### src/rtl/booth_divider_pkg.sv
// Shared types and sizing helpers for the sequential signed divider.
package div_pkg;

    typedef enum logic [1:0] {
        IDLE = 2'd0,
        RUN  = 2'd1,
        FIX  = 2'd2
    } state_t;

    localparam int DIV_WIDTH_DEF = 15;

    function automatic int count_width(input int width);
        return $clog2(width + 1);
    endfunction

endpackage

### src/rtl/booth_divider_ctrl.sv
// Divider sequencer: IDLE -> RUN (WIDTH steps) -> FIX -> IDLE, with a zero-divisor shortcut.
module booth_divider_ctrl
    import div_pkg::*;
#(
    parameter int WIDTH = DIV_WIDTH_DEF
) (
    input  logic clk,
    input  logic rst,
    input  logic start,
    input  logic zero,
    output logic ld,
    output logic step,
    output logic fix,
    output logic busy,
    output logic done
);

    localparam int CW = count_width(WIDTH);

    state_t        state;
    logic [CW-1:0] count;

    // Strobes are plain state decodes so the datapath moves on the same edge as the FSM.
    assign ld   = (state == IDLE) && start;
    assign step = (state == RUN);
    assign fix  = (state == FIX);

    always_ff @(posedge clk or posedge rst) begin
        if (rst) begin
            state <= IDLE;
            count <= '0;
            busy  <= 1'b0;
            done  <= 1'b0;
        end else begin
            case (state)
                IDLE: begin
                    done <= 1'b0;
                    if (start) begin
                        busy  <= 1'b1;
                        count <= CW'(WIDTH);
                        state <= zero ? FIX : RUN;
                    end
                end
                RUN: begin
                    count <= count - CW'(1);
                    if (count == CW'(1)) begin
                        state <= FIX;
                    end
                end
                FIX: begin
                    count <= '0;
                    busy  <= 1'b0;
                    done  <= 1'b1;
                    state <= IDLE;
                end
                default: begin
                    state <= IDLE;
                end
            endcase
        end
    end

endmodule

### src/rtl/booth_divider_dp.sv
// Non-restoring radix-2 datapath on operand magnitudes, with final remainder fix and sign apply.
module booth_divider_dp
    import div_pkg::*;
#(
    parameter int WIDTH = DIV_WIDTH_DEF
) (
    input  logic             clk,
    input  logic             rst,
    input  logic             ld,
    input  logic             step,
    input  logic             fix,
    input  logic [WIDTH-1:0] dividend,
    input  logic [WIDTH-1:0] divisor,
    output logic [WIDTH-1:0] quotient,
    output logic [WIDTH-1:0] remainder,
    output logic             div_by_zero,
    output logic             overflow
);

    localparam logic [WIDTH-1:0] MOST_NEG = {1'b1, {(WIDTH-1){1'b0}}};

    logic [WIDTH:0]   p;
    logic [WIDTH-1:0] q;
    logic [WIDTH-1:0] d;
    logic             neg_dvd;
    logic             neg_dvs;
    logic             zero_r;
    logic             ovf_r;

    logic [WIDTH:0]   p_sh;
    logic [WIDTH:0]   p_step;
    logic [WIDTH-1:0] r_mag;
    logic [WIDTH-1:0] q_signed;
    logic [WIDTH-1:0] r_signed;

    // P never leaves [-D, D), so the low WIDTH bits of P + D are the true remainder magnitude.
    always_comb begin
        p_sh     = {p[WIDTH-1:0], q[WIDTH-1]};
        p_step   = p[WIDTH] ? (p_sh + {1'b0, d}) : (p_sh - {1'b0, d});
        r_mag    = p[WIDTH] ? (p[WIDTH-1:0] + d) : p[WIDTH-1:0];
        q_signed = (neg_dvd ^ neg_dvs) ? -q : q;
        r_signed = neg_dvd ? -r_mag : r_mag;
    end

    always_ff @(posedge clk or posedge rst) begin
        if (rst) begin
            p           <= '0;
            q           <= '0;
            d           <= '0;
            neg_dvd     <= 1'b0;
            neg_dvs     <= 1'b0;
            zero_r      <= 1'b0;
            ovf_r       <= 1'b0;
            quotient    <= '0;
            remainder   <= '0;
            div_by_zero <= 1'b0;
            overflow    <= 1'b0;
        end else if (ld) begin
            p           <= '0;
            q           <= dividend[WIDTH-1] ? -dividend : dividend;
            d           <= divisor[WIDTH-1] ? -divisor : divisor;
            neg_dvd     <= dividend[WIDTH-1];
            neg_dvs     <= divisor[WIDTH-1];
            zero_r      <= (divisor == '0);
            ovf_r       <= (dividend == MOST_NEG) && (divisor == '1);
            div_by_zero <= 1'b0;
            overflow    <= 1'b0;
        end else if (step) begin
            p <= p_step;
            q <= {q[WIDTH-2:0], ~p_step[WIDTH]};
        end else if (fix) begin
            if (zero_r) begin
                // Q still holds |dividend| because RUN was skipped.
                quotient    <= '1;
                remainder   <= neg_dvd ? -q : q;
                div_by_zero <= 1'b1;
            end else begin
                quotient    <= q_signed;
                remainder   <= r_signed;
                overflow    <= ovf_r;
            end
        end
    end

endmodule

### src/rtl/booth_divider.sv
// Sequential signed divider: one quotient bit per clock, start/done handshake.
module booth_divider
    import div_pkg::*;
#(
    parameter int WIDTH = DIV_WIDTH_DEF
) (
    input  logic             clk,
    input  logic             rst,
    input  logic             start,
    input  logic [WIDTH-1:0] dividend,
    input  logic [WIDTH-1:0] divisor,
    output logic             busy,
    output logic             done,
    output logic [WIDTH-1:0] quotient,
    output logic [WIDTH-1:0] remainder,
    output logic             div_by_zero,
    output logic             overflow
);

    logic ld;
    logic step;
    logic fix;

    booth_divider_ctrl #(.WIDTH(WIDTH)) u_ctrl (
        .clk   (clk),
        .rst   (rst),
        .start (start),
        .zero  (divisor == '0),
        .ld    (ld),
        .step  (step),
        .fix   (fix),
        .busy  (busy),
        .done  (done)
    );

    booth_divider_dp #(.WIDTH(WIDTH)) u_dp (
        .clk         (clk),
        .rst         (rst),
        .ld          (ld),
        .step        (step),
        .fix         (fix),
        .dividend    (dividend),
        .divisor     (divisor),
        .quotient    (quotient),
        .remainder   (remainder),
        .div_by_zero (div_by_zero),
        .overflow    (overflow)
    );

endmodule

### config.mk
export PLATFORM = sky130hd
export DESIGN_NAME = booth_divider
export DESIGN_NICKNAME = d
export VERILOG_FILES = /design/src/rtl/booth_divider_pkg.sv /design/src/rtl/booth_divider_ctrl.sv /design/src/rtl/booth_divider_dp.sv /design/src/rtl/booth_divider.sv
export SDC_FILE = /design/constraint.sdc
export NUM_CORES = 1
export LEC_CHECK = 0
export ABC_AREA = 1
export CAP_MARGIN = 10
export CORE_MARGIN = 5
export CORE_UTILIZATION = 40
export CTS_BUF_LIST = sky130_fd_sc_hd__clkbuf_4 sky130_fd_sc_hd__clkbuf_8
export DETAILED_ROUTE_END_ITERATION = 10
export HOLD_SLACK_MARGIN = 0.08
export RECOVER_POWER = 50
export SYNTH_ARGS = -nofsm -noshare
export SYNTH_HDL_FRONTEND = slang
export SYNTH_SLANG_ARGS = --single-unit
### constraint.sdc
create_clock -name clk -period 7 [get_ports clk]
set_clock_uncertainty 0.05 [all_clocks]
set_input_delay 1.4 -clock clk [delete_from_list [all_inputs] [get_ports clk]]
set_output_delay 1.4 -clock clk [all_outputs]
set_load 0.03 [all_outputs]
======== After elaboration in Yosys (flattened, before gate mapping) ========
Cells that the tools add are included.
word-level totals
  flip-flop bits (word level) ............. 90
  logic and storage cells ................. 81
operators by class
  add/sub/neg operators ................... 8
  equal/unequal tests ..................... 9
  muxes and demuxes ....................... 30
  bitwise gates (word level) .............. 4
  reductions and logical operators ........ 15
operators by type and width
  operator                number
  $mux W15                10
  $neg A15 Y15            4
  $mux W16                3
  $eq A15 B15 Y1 const B  2
  $add A16 B15 Y16        1
  $sub A16 B15 Y16        1
  $add A15 B15 Y15        1
  $logic_not A15 Y1       1
  $pmux W4 S3             1
  $mux W1                 9
  $reduce_and A3 Y1       3
  $reduce_bool A2 Y1      4
  $mux W2                 3
  $ne A2 B2 Y1 const B    3
  $reduce_and A2 Y1       3
  $eq A4 B1 Y1 const B    1
  $mux W4                 1
  $pmux W1 S2             2
  $pmux W2 S2             1
  $sub A4 B1 Y4 const B   1
  $not A1 Y1              3
  $reduce_bool A3 Y1      1
  $eq A2 B1 Y1 const B    1
  $eq A2 B2 Y1 const B    1
  4 further kinds         5

======== Logic depth before layout (Yosys ltp) ========
Gate-level depths: netlist of the first run.
  depth after elaboration ................. 5
  gate-level depth with buffers ........... 21
  mapped depth without buffers ............ 21

======== Hierarchy ========
From an unflattened synthesis of the first run, not the netlist that was laid out.
second synthesis, totals
  cells, all modules ...................... 1086
  area, all modules ....................... 7440.9 um^2
modules (own cells, without submodules)
  module              instances  cells an instance  area an instance (um^2)  seq. area each (um^2)
  booth_divider_dp    1          1006               6886.6                   2052.0
  booth_divider_ctrl  1          52                 449.2                    200.2
  booth_divider       1          28                 105.1                    0.0

======== Least setup slack after synthesis of the first run ========
No wires, ideal clock.
  kind .................................... register -> register
  start ................................... reg u_dp.p[15]
  end ..................................... reg u_dp.p[11]
  arrival ................................. 2.951 ns
  data required time ...................... 6.818 ns
  slack ................................... 3.866 ns
  stages on the path, launching flop included .. 17
  buffers on the path ..................... 3
  clock period less this slack ............ 3.134 ns
  cells stage by stage .................... dfrtp_1 -> clkbuf_1 -> buf_2 -> buf_1 -> nor2_1 -> xor2_1 -> ha_1 -> nand2_1 -> o21ai_0 -> a21oi_1 -> o21ai_1 -> nand2_1 -> nand2_1 -> a21oi_1 -> or2_2 -> nand2_1 -> o21ai_0
on the way
  word-level cells in the longest chain between the ends .. 3
RTL lines
  element                 RTL line                source
  from (decl)             booth_divider_dp.sv:22  logic [WIDTH:0] p;
  from (signal assigned)  booth_divider_dp.sv:69  p <= p_step;
  $mux W16                booth_divider_dp.sv:39  p_step = p[WIDTH] ? (p_sh + {1'b0, d}) : (p_sh - {1'b0, d});
  $mux W16                booth_divider_dp.sv:68  end else if (step) begin
  $mux W16                booth_divider_dp.sv:58  end else if (ld) begin
No other way between the ends. The select of a mux whose other input is x is not followed.
A chain may end at the register's enable or synchronous reset.

======== Worst setup path in the final report of the first run ========
  start ................................... in start
  end ..................................... reg u_dp.q[14]
on the way
  word-level cells in the longest chain between the ends .. 2
RTL lines
  element                                                RTL line                  source
  from (decl)                                            booth_divider.sv:9        input logic start,
  $logic_and A1 B1 Y1 (*)                                booth_divider_ctrl.sv:24  assign ld = (state == IDLE) && start;
  $mux W15 / $reduce_bool A2 Y1 (equally long branches)  -
  to (signal assigned)                                   booth_divider_dp.sv:60    q <= dividend[WIDTH-1] ? -dividend : dividend;
  to (signal assigned)                                   booth_divider_dp.sv:70    q <= {q[WIDTH-2:0], ~p_step[WIDTH]};
  to (decl)                                              booth_divider_dp.sv:23    logic [WIDTH-1:0] q;
Mark *: on every way between the ends. The rest lies on a longest branch, timed or not.

==> results.tsv, run 1 <==
metric	value	unit
RSZ-0062 raised after global routing	no	
CTS clk-pin slew, worst paths	0.10	ns
cts repair resizes	0	
CP max stage delay	1.23	ns
Post-DP HPWL	16130	um
kind of critical path	input pin to flip-flop	
Total Die Area	0.02049	mm^2
setup ws final	2.096	ns
htree depth	3	
vias in the first global route	6465	
crit path cell chain	dlygate4sd3_1, nand2_1, clkbuf_1, inv_2, nor2_1, inv_2, o221ai_1	
worst hold endpoint	u_dp.remainder[6]$_DFFE_PP0P_	
Worst R2R Start	u_ctrl.state[0]$_DFFE_PP0P_	
Fillers	1821	
die height	143.2	um
area of the multi-input gates	0.004234	mm^2
CP most frequent cell	inv_2	
DRT Wirelength	20830	um
critical path arrival	5.11	ns
Slew Viols, Final	124	
Worst path slowest cell	clkbuf_1	
yosys warns	0	
hold depth	2	
Final TNS setup	0	ns
critical path fanouts, max	46	
worst r2r dst	u_dp.quotient[1]$_DFFE_PP0P_	
syn nets	1118	
Final #Nets	1171	
Initial Util	40.86	%
Die X	143.2	um
Finished Core Util	47.00	%
CTS tree	done	
worst hold path type	flip-flop to flip-flop	
DRC viols	0	
#FFs+latches synth	90	
Antenna Cells	0	
routed vias	6990	
fin crit share	70.06	%
WHS	0.4593	ns
count of max-cap constraint violations	2	
GP Congestion	0.9311	
CTS root buf	clkbuf_8	
Max clock buf depth	2	
critical path startpoint category	input pin	
Hold-fix buffers, CTS	0	
Worst R2R Setup Slack	2.91	ns
Tmin final	4.904	ns
Slew headroom	-26.63	%
Wirelength per Cell	15.68	um
post-synthesis cell area	0.007092	mm^2
number of buffer cells added on primary ports	66	
clk sinks	90	
dpl ws	3.000	ns
FMAX	203.9	MHz
CTS Buf Count	9	
final hold vios	0	
Crit. End Element	flip-flop	
grt total ovfl	0	
CORE AREA	0.01736	mm^2
# IOs	67	
Worst-Skew Late Latency	0.38	ns
post-synthesis cell type count	43	
FP Rows	48	
largest net degree at the start of global routing	77	
setup bufs post-CTS	0	
initial antenna violation count	1	
Hold Startpoint	u_dp.remainder[6]$_DFFE_PP0P_	
Final Setup Violations	0	
R2R cell count	8	
Vias/cell	5.264	
Total GRT Usage	20.86	%
sequential fraction of the synthesis area	31.76	%
Worst EP required	7.21	ns
drt first pass iters	5	
first-pass GRT wire length	33820	um
antenna-violating nets left	0	
Cells after Synth	1046	
Layout area overhead	15.03	%
Mean Syn Cell Area	6.780	um^2
status	finished with violations	
DRT iter0 DRCs	555	
fraction of layout cells with a size suffix above 1	3.264	%
register area	0.002252	mm^2
Worst-Margin Slew	1.899	ns
failing checks	max-capacitance violations, max-slew violations	
==> how the worst max path moves through the flow <==
stage | from | to | depth (start not counted)
detailed placement | start | u_dp.q[14]$_DFFE_PP0P_ | 7
CTS | start | u_dp.q[14]$_DFFE_PP0P_ | 7
floorplan | rst | u_ctrl.busy$_DFFE_PP0P_ | 1
finish | start | u_dp.q[14]$_DFFE_PP0P_ | 7
global placement | start | u_dp.q[14]$_DFFE_PP0P_ | 7
global route | start | u_dp.q[14]$_DFFE_PP0P_ | 7
==> layout by cell type (no fill, tap or decap), drive strengths merged, types with 5 or more instances in the layout <==
master         count
nor2             106
nand3             77
o21ai             82
clkbuf            14
nand2            280
inv              126
nand4             13
dfrtp             90
nor3              18
a21oi             54
ha                37
a31oi             14
a22oi             12
or2                5
o22ai              6
o221ai            13
clkdlybuf4s50     64
xnor2             14
xor2              38
==> state kept, by name, summed over array words and instances (netlist names), 2 cells and up <==
register,count
u_dp.remainder,15
u_dp.quotient,15
u_ctrl.state,2
u_ctrl.count,4
u_dp.p,16
u_dp.d,15
u_dp.q,15
==> per-stage QoR <==
stage	cells	cell area, um^2
final	1328	8158
after global routing	1328	8158
after CTS	1328	8172
after detailed placement	1313	7970
after global placement	1313	7970
after floorplan	1046	7092
==> cell type report <==
cell class | instances | share of cell area, %
clock buffer | 10 | 1.687
sequential | 90 | 27.61
inverter | 128 | 5.905
multi-input combinational | 796 | 51.90
timing repair buffer | 74 | 8.666
clock inverter | 5 | 0.7822
tap | 225 | 3.451
==> critical path, delay by kind of cell <==
family                 cells  cell delay (ns)
AO/OA/AOI/OAI              1             0.27
AND/OR/NAND/NOR            2             0.90
buffers and inverters      4             2.52
==> cells in the mapped netlist (all sizes together) <==
cell | n | area share [%]
a21oi | 54 | 3.8
o221ai | 13 | 1.6
o31ai | 4 | 0.42
a22o | 1 | 0.12
a22oi | 12 | 1.3
nor4 | 1 | 0.088
a21boi | 1 | 0.11
clkbuf | 25 | 1.3
ha | 37 | 6.5
fa | 2 | 0.56
o211ai | 4 | 0.42
a31oi | 14 | 1.2
nand2 | 280 | 15
a221o | 1 | 0.14
nand3b | 1 | 0.11
nand3 | 77 | 5.5
inv | 126 | 6.7
clkinv | 2 | 0.11
o21bai | 1 | 0.11
dfrtp | 90 | 32
nand4 | 13 | 1.1
o21a | 3 | 0.32
nor2 | 106 | 5.7
and2 | 1 | 0.088
a2bb2oi | 4 | 0.49
o21ai | 82 | 6.1
o32ai | 1 | 0.12
a21o | 1 | 0.11
xnor2 | 14 | 1.7
nor3 | 18 | 1.3
buf | 7 | 0.44
xor2 | 38 | 4.7
or2 | 5 | 0.44
o22ai | 6 | 0.53
a211oi | 1 | 0.11
==> metal layers <==
metal / GRT usage (%) / part of all wire [%]
met1: 31.36 / 50
met2: 31.06 / 43
met3: 2.847 / 5.2
met4: 6.203 / 2.0
met5: 0 / 0.062
==> kinds of logic after synthesis <==
kind of cell    Yosys count  share of synthesized area (%)
fa+ha+maj                39                          7.092
simple gates            502                          29.22
buf+inv                 160                          8.539
xor+xnor                 52                          6.422
compound gates          203                          16.97
flops                    90                          31.76
Power of run 1 is left out: the tool's default activity adds up to more than one toggle a clock period on the data nets, which glitch-free logic cannot reach.
==> run 2: changes to the inputs <==
==> constraint.sdc (replaced) <==
create_clock -name clk -period 5 [get_ports clk]
set_clock_uncertainty 0.05 [all_clocks]
set_input_delay 1 -clock clk [delete_from_list [all_inputs] [get_ports clk]]
set_output_delay 1 -clock clk [all_outputs]
set_load 0.03 [all_outputs]
==> run 2 against run 1 <==
The flow still finishes with violations (max-capacitance violations, max-slew violations). Critical endpoint unchanged. Critical path type unchanged. Core utilization increased by 0.050 points. Final cell count increased by 0.30%. Setup slack got worse by 0.88 ns. Sequential share of layout area about the same. Non-clock buffer count increased by 3. Via count increased by 0.54%.
==> results.tsv, run 2 (same netlist as run 1, synthesis figures left out) <==
metric	value	unit	change
Worst path slowest cell	clkbuf_1		
Total GRT Usage	21.53	%	+0.67 points
setup bufs post-CTS	0		unchanged
CTS clk-pin slew, worst paths	0.10	ns	about the same
DRT Wirelength	21500	um	+3.2%
Worst R2R Start	u_dp.p[15]$_DFFE_PP0P_		
register area	0.002252	mm^2	unchanged
Final #Nets	1174		+0.26%
CP max stage delay	1.27	ns	+0.04 ns
max reg flops	16		unchanged
crit path cell chain	clkdlybuf4s50_1, nand2_1, clkbuf_1, inv_2, nor2_1, buf_4, inv_2, o221ai_1		
Hold-fix buffers, CTS	0		unchanged
antenna-violating nets left	0		unchanged
Initial Util	40.86	%	unchanged
Slew headroom	-18.47	%	+8.2 points
GP Congestion	0.9249		-0.67%
most frequent cells in the layout	nand2_1 (280), inv_1 (122), nor2_1 (104), dfrtp_1 (90), o21ai_0 (77)		
CORE AREA	0.01736	mm^2	unchanged
post-route cell area	0.008167	mm^2	+0.11%
Layout area overhead	15.16	%	
Antenna Cells	0		unchanged
count of max-cap constraint violations	1		-1
Worst EP required	5.24	ns	-1.97 ns
area of the multi-input gates	0.004234	mm^2	unchanged
cts repair resizes	0		unchanged
# IOs	67		unchanged
Fillers	1791		-1.6%
Hold Startpoint	u_ctrl.busy$_DFFE_PP0P_		
die height	143.2	um	unchanged
first-pass GRT wire length	35200	um	+4.1%
Worst-Skew Late Latency	0.39	ns	about the same
Die X	143.2	um	unchanged
setup ws final	1.220	ns	-0.8759 ns
DRC viols	0		unchanged
number of buffer cells added on primary ports	66		unchanged
status	finished with violations		
dpl ws	1.801	ns	-1.200 ns
R2R cell count	14		+6
worst r2r dst	u_dp.p[11]$_DFFE_PP0P_		
initial antenna violation count	0		-1
vias in the first global route	6650		+2.9%
clk sinks	90		unchanged
crit path from	start		
worst hold path type	flip-flop to flip-flop		
DRT iter0 DRCs	540		-2.7%
Worst R2R Setup Slack	1.72	ns	-1.19 ns
CTS Buf Count	9		unchanged
Wirelength per Cell	16.14	um	+2.9%
Worst-Margin Slew	1.777	ns	-0.1223 ns
final hold vios	0		unchanged
Crit. End Element	flip-flop		
largest net degree at the start of global routing	47		-39%
CTS root buf	clkbuf_8		
kind of critical path	input pin to flip-flop		
Slew Viols, Final	47		-62%
grt total ovfl	0		unchanged
critical path fanouts, max	46		unchanged
critical path startpoint category	input pin		
failing checks	max-capacitance violations, max-slew violations		
Max clock buf depth	2		unchanged
Final Setup Violations	0		unchanged
Biggest register	u_dp.p		
Final TNS setup	0	ns	unchanged
drt first pass iters	5		unchanged
RSZ-0062 raised after global routing	no		
Total Die Area	0.02049	mm^2	unchanged
fraction of layout cells with a size suffix above 1	3.704	%	+0.44 points
Tmin final	3.780	ns	
hold depth	2		unchanged
Post-DP Area	0.007993	mm^2	+0.28%
WHS	0.4370	ns	-0.02237 ns
critical path arrival	4.02	ns	-1.09 ns
CTS tree	done		
CP most frequent cell	inv_2		
worst hold endpoint	u_ctrl.busy$_DFFE_PP0P_		
htree depth	3		unchanged
routed vias	7028		+0.54%
FP Rows	48		unchanged
fin crit share	75.60	%	
Vias/cell	5.276		+0.24%
FMAX	264.5	MHz	
Post-DP HPWL	16490	um	+2.2%
most common cell after layout, fill and taps aside	nand2_1		
==> run 2: changes by cell type in the layout (fill, tap and decap cells not counted), sizes merged <==
cell           before  now
buf                 4    8
clkinv              4    6
clkinvlp            2    1
bufinv              1    0
dlygate4sd3         2    1
clkdlybuf4s50      64   65
==> run 2: layout make-up <==
type / count / share of cell area, %
multi-input cells: 796 / 51.85
well taps: 225 / 3.447
repair buffers: 77 / 8.978
inverters: 128 / 5.899
clock buffers: 11 / 1.777
flip-flops and latches: 90 / 27.58
clock inverters: 5 / 0.4750
==> run 2: how the worst max path moves through the flow <==
stage / end / slack [ns] / cells past startpoint
finish: u_dp.q[14]$_DFFE_PP0P_ / 1.22 / 8
global route: u_dp.p[13]$_DFFE_PP0P_ / 0.84 / 8
CTS: u_dp.p[11]$_DFFE_PP0P_ / 1.77 / 14
detailed placement: u_dp.p[11]$_DFFE_PP0P_ / 1.80 / 14
global placement: u_dp.p[11]$_DFFE_PP0P_ / 1.86 / 14
floorplan: u_ctrl.busy$_DFFE_PP0P_ / 1.61 / 1
==> run 2: layer usage <==
layer	global-route usage [%]	vias up	wire length (um)
li1	-	3575	-
met1	32.56	3226	10520
met2	32.12	207	9248
met3	3.282	20	1441
met4	5.403	0	296
met5	0	-	0
==> run 2: metrics by stage <==
step / util (%) / std cells
floorplan: - / 1046
global placement: 46.05 / 1316
detailed placement: 46.05 / 1316
CTS: 47.11 / 1332
global route: 47.05 / 1332
finish: 47.05 / 1332
==> run 2: worst max-delay path, delay by kind of cell <==
| kind | cells | cell delay (ns) |
|---|---|---|
| AO/OA/AOI/OAI | 1 | 0.21 |
| buffers and inverters | 5 | 2.53 |
| AND/OR/NAND/NOR | 2 | 0.26 |
Power of run 2 is left out for the same reason.
==> variant 1: new RTL, config.mk and constraints of run 1 <==
`DIV_WIDTH_DEF`: 15 -> 17.
--- a/src/rtl/booth_divider_pkg.sv
+++ b/src/rtl/booth_divider_pkg.sv
@@ -8,5 +8,5 @@
     } state_t;
 
-    localparam int DIV_WIDTH_DEF = 15;
+    localparam int DIV_WIDTH_DEF = 17;
 
     function automatic int count_width(input int width);
Ports: changed (resized dividend, divisor, quotient and remainder); port bits go from 67 to 75. The function was not compared with the original's and may differ.
==> variant 1 against run 1 <==
The run still ends with max-capacitance violations, max-slew violations left; core utilization down 0.50 points; fmax up 14%; count of clock-buffer cells in the layout down 1; design area up 16%; wire length up 16%; via count up 16%; synthesized area up 17%; cell count up 16%; worst setup slack better by 610 ps; sequential cell count up 11; critical path depth up 1; critical path type is now reg2reg; critical endpoint is now u_dp.quotient[16].
==> variant 1: results (changes against run 1) <==
[status]
status=finished with violations
violations=max-capacitance violations, max-slew violations

[cts]
clk_latency_ps=400  ; +20 ps
root_buffer=clkbuf_8
cts_buffers=9  ; unchanged
postCtsSetupRepairBufs=0  ; unchanged
clock_path_buffers=2  ; unchanged
clk_pin_slew_ps=120  ; +20 ps

[hold_path]
holdPathEnd=u_ctrl.done
min_from=u_ctrl.done

[grt]
grt_max_degree=71  ; -7.8%
grt_pass1_wl_um=39700  ; +17%
grt_use_total_pct=20.5  ; -0.33 points
grt_pass1_vias=7581  ; +17%
antenna_found_initial=0  ; -1

[worst_setup_path]
slowest_delay_ps=1060  ; -170 ps
r2r-end=u_dp.quotient[16]
critPathMaxFanout=30  ; -35%
cp.arrival_ps=4540  ; -570 ps
r2r-start=u_ctrl.state[0]

[route]
wl_per_cell_um=15.7  ; +0.35%
drt_iter0_markers=608  ; +9.5%
vias_per_cell=5.27  ; +0.18%

[yosys]
ys_seq_area_share_pct=30.5  ; -1.2 points
yosys-top-cells-area=dfrtp_1 31%, nand2_1 14%, ha_1 6.8%
syn_nets=1293  ; +16%
yosysUniqueCellTypes=49  ; +14%
synthTopCellsByCount=315 x nand2_1, 135 x inv_1, 101 x dfrtp_1

[placement]
io_buffers=74  ; +12%
place.gp.congestion=0.902  ; -3.2%
pre_cts_ws_ps=2700  ; -296 ps
dpl.hpwl_um=19100  ; +18%

[timing]
slew_violations=104  ; -16%
tightest_slew_ps=1780  ; -123 ps

[finish]
nets=1349  ; +15%
layout-drive-gt1-share_pct=5.20  ; +1.9 points
largest_reg_flops=18  ; +2
nFillCells=2138  ; +17%

[run]
drv_cap=2  ; unchanged

[pwr]
vdd_drop_max_mv=0.280

[variant 1: cell families after synthesis]
family	Yosys count	synth area share [%]
flops	101	30.5
fa+ha+maj	47	7.29
buf+inv	182	8.34
xor+xnor	59	6.24
simple gates	587	31.2
compound gates	233	16.4
[variant 1: report_power, final]
part / switching (uW) / total, uW / internal, uW
Clock: 234 / 369 / 135
Combinational: 2270 / 3510 / 1240
Sequential: 298 / 1150 / 847
Total: 2800 / 5030 / 2220
[variant 1: area by class of cell]
type                       instances  area [sq um]  share of cell area, %
timing repair buffer              82           791                   8.38
multi-input combinational        926          5060                   53.6
clock buffer                       9           124                   1.31
clock inverter                     6          56.3                  0.597
tap                              270           338                   3.58
inverter                         145           546                   5.78
sequential                       101          2530                   26.8
[variant 1: through the flow]
stage               power [uW]  cells  hold slack, ps  instance area, sq um
CTS                       5030   1539             444                  9450
detailed placement        4650   1524             413                  9270
global placement          4620   1524             410                  9270
floorplan                 3660   1209             393                  8280
finish                    5030   1539             444                  9440
global route              5570   1539             483                  9440
[variant 1: how the worst max path moves through the flow]
stage | from | to | slack [ps] | cells past startpoint
floorplan | rst | u_ctrl.busy | 2900 | 1
global placement | start | u_dp.p[16] | 2770 | 9
detailed placement | start | u_dp.p[16] | 2700 | 9
CTS | start | u_dp.p[16] | 3110 | 9
global route | rst | u_dp.d[10] | 2250 | 3
finish | u_ctrl.state[0] | u_dp.quotient[16] | 2700 | 8
[variant 1: metal layers]
metal | global-route usage (%) | up-vias | share of wire, %
li1 | - | 4133 | -
met1 | 31.6 | 3736 | 50
met2 | 30.2 | 223 | 42
met3 | 3.57 | 23 | 6.6
met4 | 4.29 | 0 | 1.2
met5 | 0 | - | 0
==> variant 2: new RTL, flow settings as in run 1 <==
Made on the original files. Make the reset (`rst`) synchronous in 2 clocked blocks.
--- a/src/rtl/booth_divider_ctrl.sv
+++ b/src/rtl/booth_divider_ctrl.sv
@@ -26,5 +26,5 @@
     assign fix  = (state == FIX);
 
-    always_ff @(posedge clk or posedge rst) begin
+    always_ff @(posedge clk) begin
         if (rst) begin
             state <= IDLE;
--- a/src/rtl/booth_divider_dp.sv
+++ b/src/rtl/booth_divider_dp.sv
@@ -43,5 +43,5 @@
     end
 
-    always_ff @(posedge clk or posedge rst) begin
+    always_ff @(posedge clk) begin
         if (rst) begin
             p           <= '0;
Formal check against the unedited RTL: differs if rst is asserted again (counterexample within 4 cycles, from zero or initial values and one cycle with rst high); with rst held inactive, the same outputs for 10 cycles.
==> variant 2 against run 1 <==
The flow still finishes with violations (max-capacitance violations, max-slew violations); design area down 3.7%; worst setup slack better by 290 ps; sequential cell count unchanged; synthesized area down 4.0%; non-clock buffer count down 1; wire length down 2.4%; register-to-register slack better by 540 ps.
==> variant 2: results (changes against run 1) <==
[placement]
dpl.hpwl_um=15500  ; -3.6%
place.gp.congestion=0.899  ; -3.4%
place_area_sq_um=7640  ; -4.2%
pre_cts_ws_ps=2530  ; -465 ps
place_inst=1319  ; +0.46%

[worst_setup_path]
ff2ff_path_depth=20  ; +12
critPathMaxFanout=38  ; -17%
cp.arrival_ps=4790  ; -320 ps
r2r_slack_ps=3450  ; +540 ps
slowest_stage=clkbuf_1
crit_family=buffers and inverters
slowest_delay_ps=1330  ; +100 ps

[yosys]
synth-xor-area-share_pct=7.59  ; +1.2 points
synthTopCellsByCount=227 x nand2_1, 130 x inv_1, 105 x nor2_1
synth_fa_ha_area_share_pct=7.39  ; +0.29 points
yosysUniqueCellTypes=48  ; +12%
synthArstFlopShare_pct=0  ; -100 points
yosys-top-cells-area=dfxtp_1 26%, nand2_1 13%, a21oi_1 7.2%
synthMuxAreaShare_pct=0  ; unchanged
ys_seq_area_share_pct=26.5  ; -5.3 points
avgSynthCellArea_sq_um=6.38  ; -5.9%
synth_compound_area_share_pct=20.9  ; +3.9 points

[pwr]
p_leak_uw=0.00369
internal-power_uw=1030
vdd_drop_max_mv=0.100
clk-power_uw=433
powerSeq_uw=606

[grt]
antenna_found_initial=0  ; -1
grt_max_degree=47  ; -39%
grt_use_total_pct=20.5  ; -0.38 points
grt_pass1_wl_um=33300  ; -1.5%
met1_usage_pct=30.8  ; -0.53 points
use_met3_pct=2.35  ; -0.49 points
grt_pass1_vias=6453  ; -0.19%
use_met2_pct=30.5  ; -0.54 points

[cts]
postCtsSetupRepairBufs=0  ; unchanged
htreeDepth=3  ; unchanged
clk_pin_slew_ps=90
postCtsResizedCells=0  ; unchanged
cts_buffers=9  ; unchanged

[status]
status=finished with violations
violations=max-capacitance violations, max-slew violations

[route]
drc=0  ; unchanged
wl_per_cell_um=15.2  ; -2.9%
first_pass_iters=5  ; unchanged
vias_per_cell=5.21  ; -1.1%
drt_iter0_markers=566  ; +2.0%

[timing]
slew_violations=39  ; -69%
period_needed_ps=4620  ; -289 ps
tightest_slew_ps=1870  ; -31.0 ps
whs_ps=428  ; -31.6 ps

[finish]
syn2layout_area_growth_pct=15.3
nFillCells=1736  ; -4.7%
layout-drive-gt1-share_pct=3.32  ; +0.058 points
fin_cells=1334  ; +0.45%
nets=1182  ; +0.94%

[hold_path]
min_path_cells=2  ; unchanged

[run]
drv_cap=1  ; -1

variant 2: final timing paths:
| check | endpoint | from |
|---|---|---|
| setup / recovery | u_dp.d[0] | rst |
| hold / removal | u_dp.remainder[4] | u_dp.remainder[4] |
| setup reg to reg | u_dp.q[0] | u_dp.d[1] |
| hold reg to reg | u_dp.remainder[4] | u_dp.remainder[4] |
variant 2: final cells by class:
cell class,count,area share (%)
clock inverters,5,1.32
clock buffers,10,1.67
flip-flops and latches,90,22.9
inverters,135,6.45
well taps,220,3.51
repair buffers,73,8.99
multi-input cells,801,55.1
variant 2: layer usage:
metal,routed length (um),vias to the layer above
li1,-,3596
met1,10500,3115
met2,8420,213
met3,1080,23
met4,346,0
met5,0,-
variant 2: cell families (layout without fill, tap and decap cells):
kind of cell / Yosys count / in the layout
and+or+nand+nor: 449 / 449
AOI/OAI and AO/OA: 254 / 254
buffers and inverters: 176 / 223
DFF: 90 / 90
xor gates and xnor gates: 59 / 59
adders and majority gates: 39 / 39
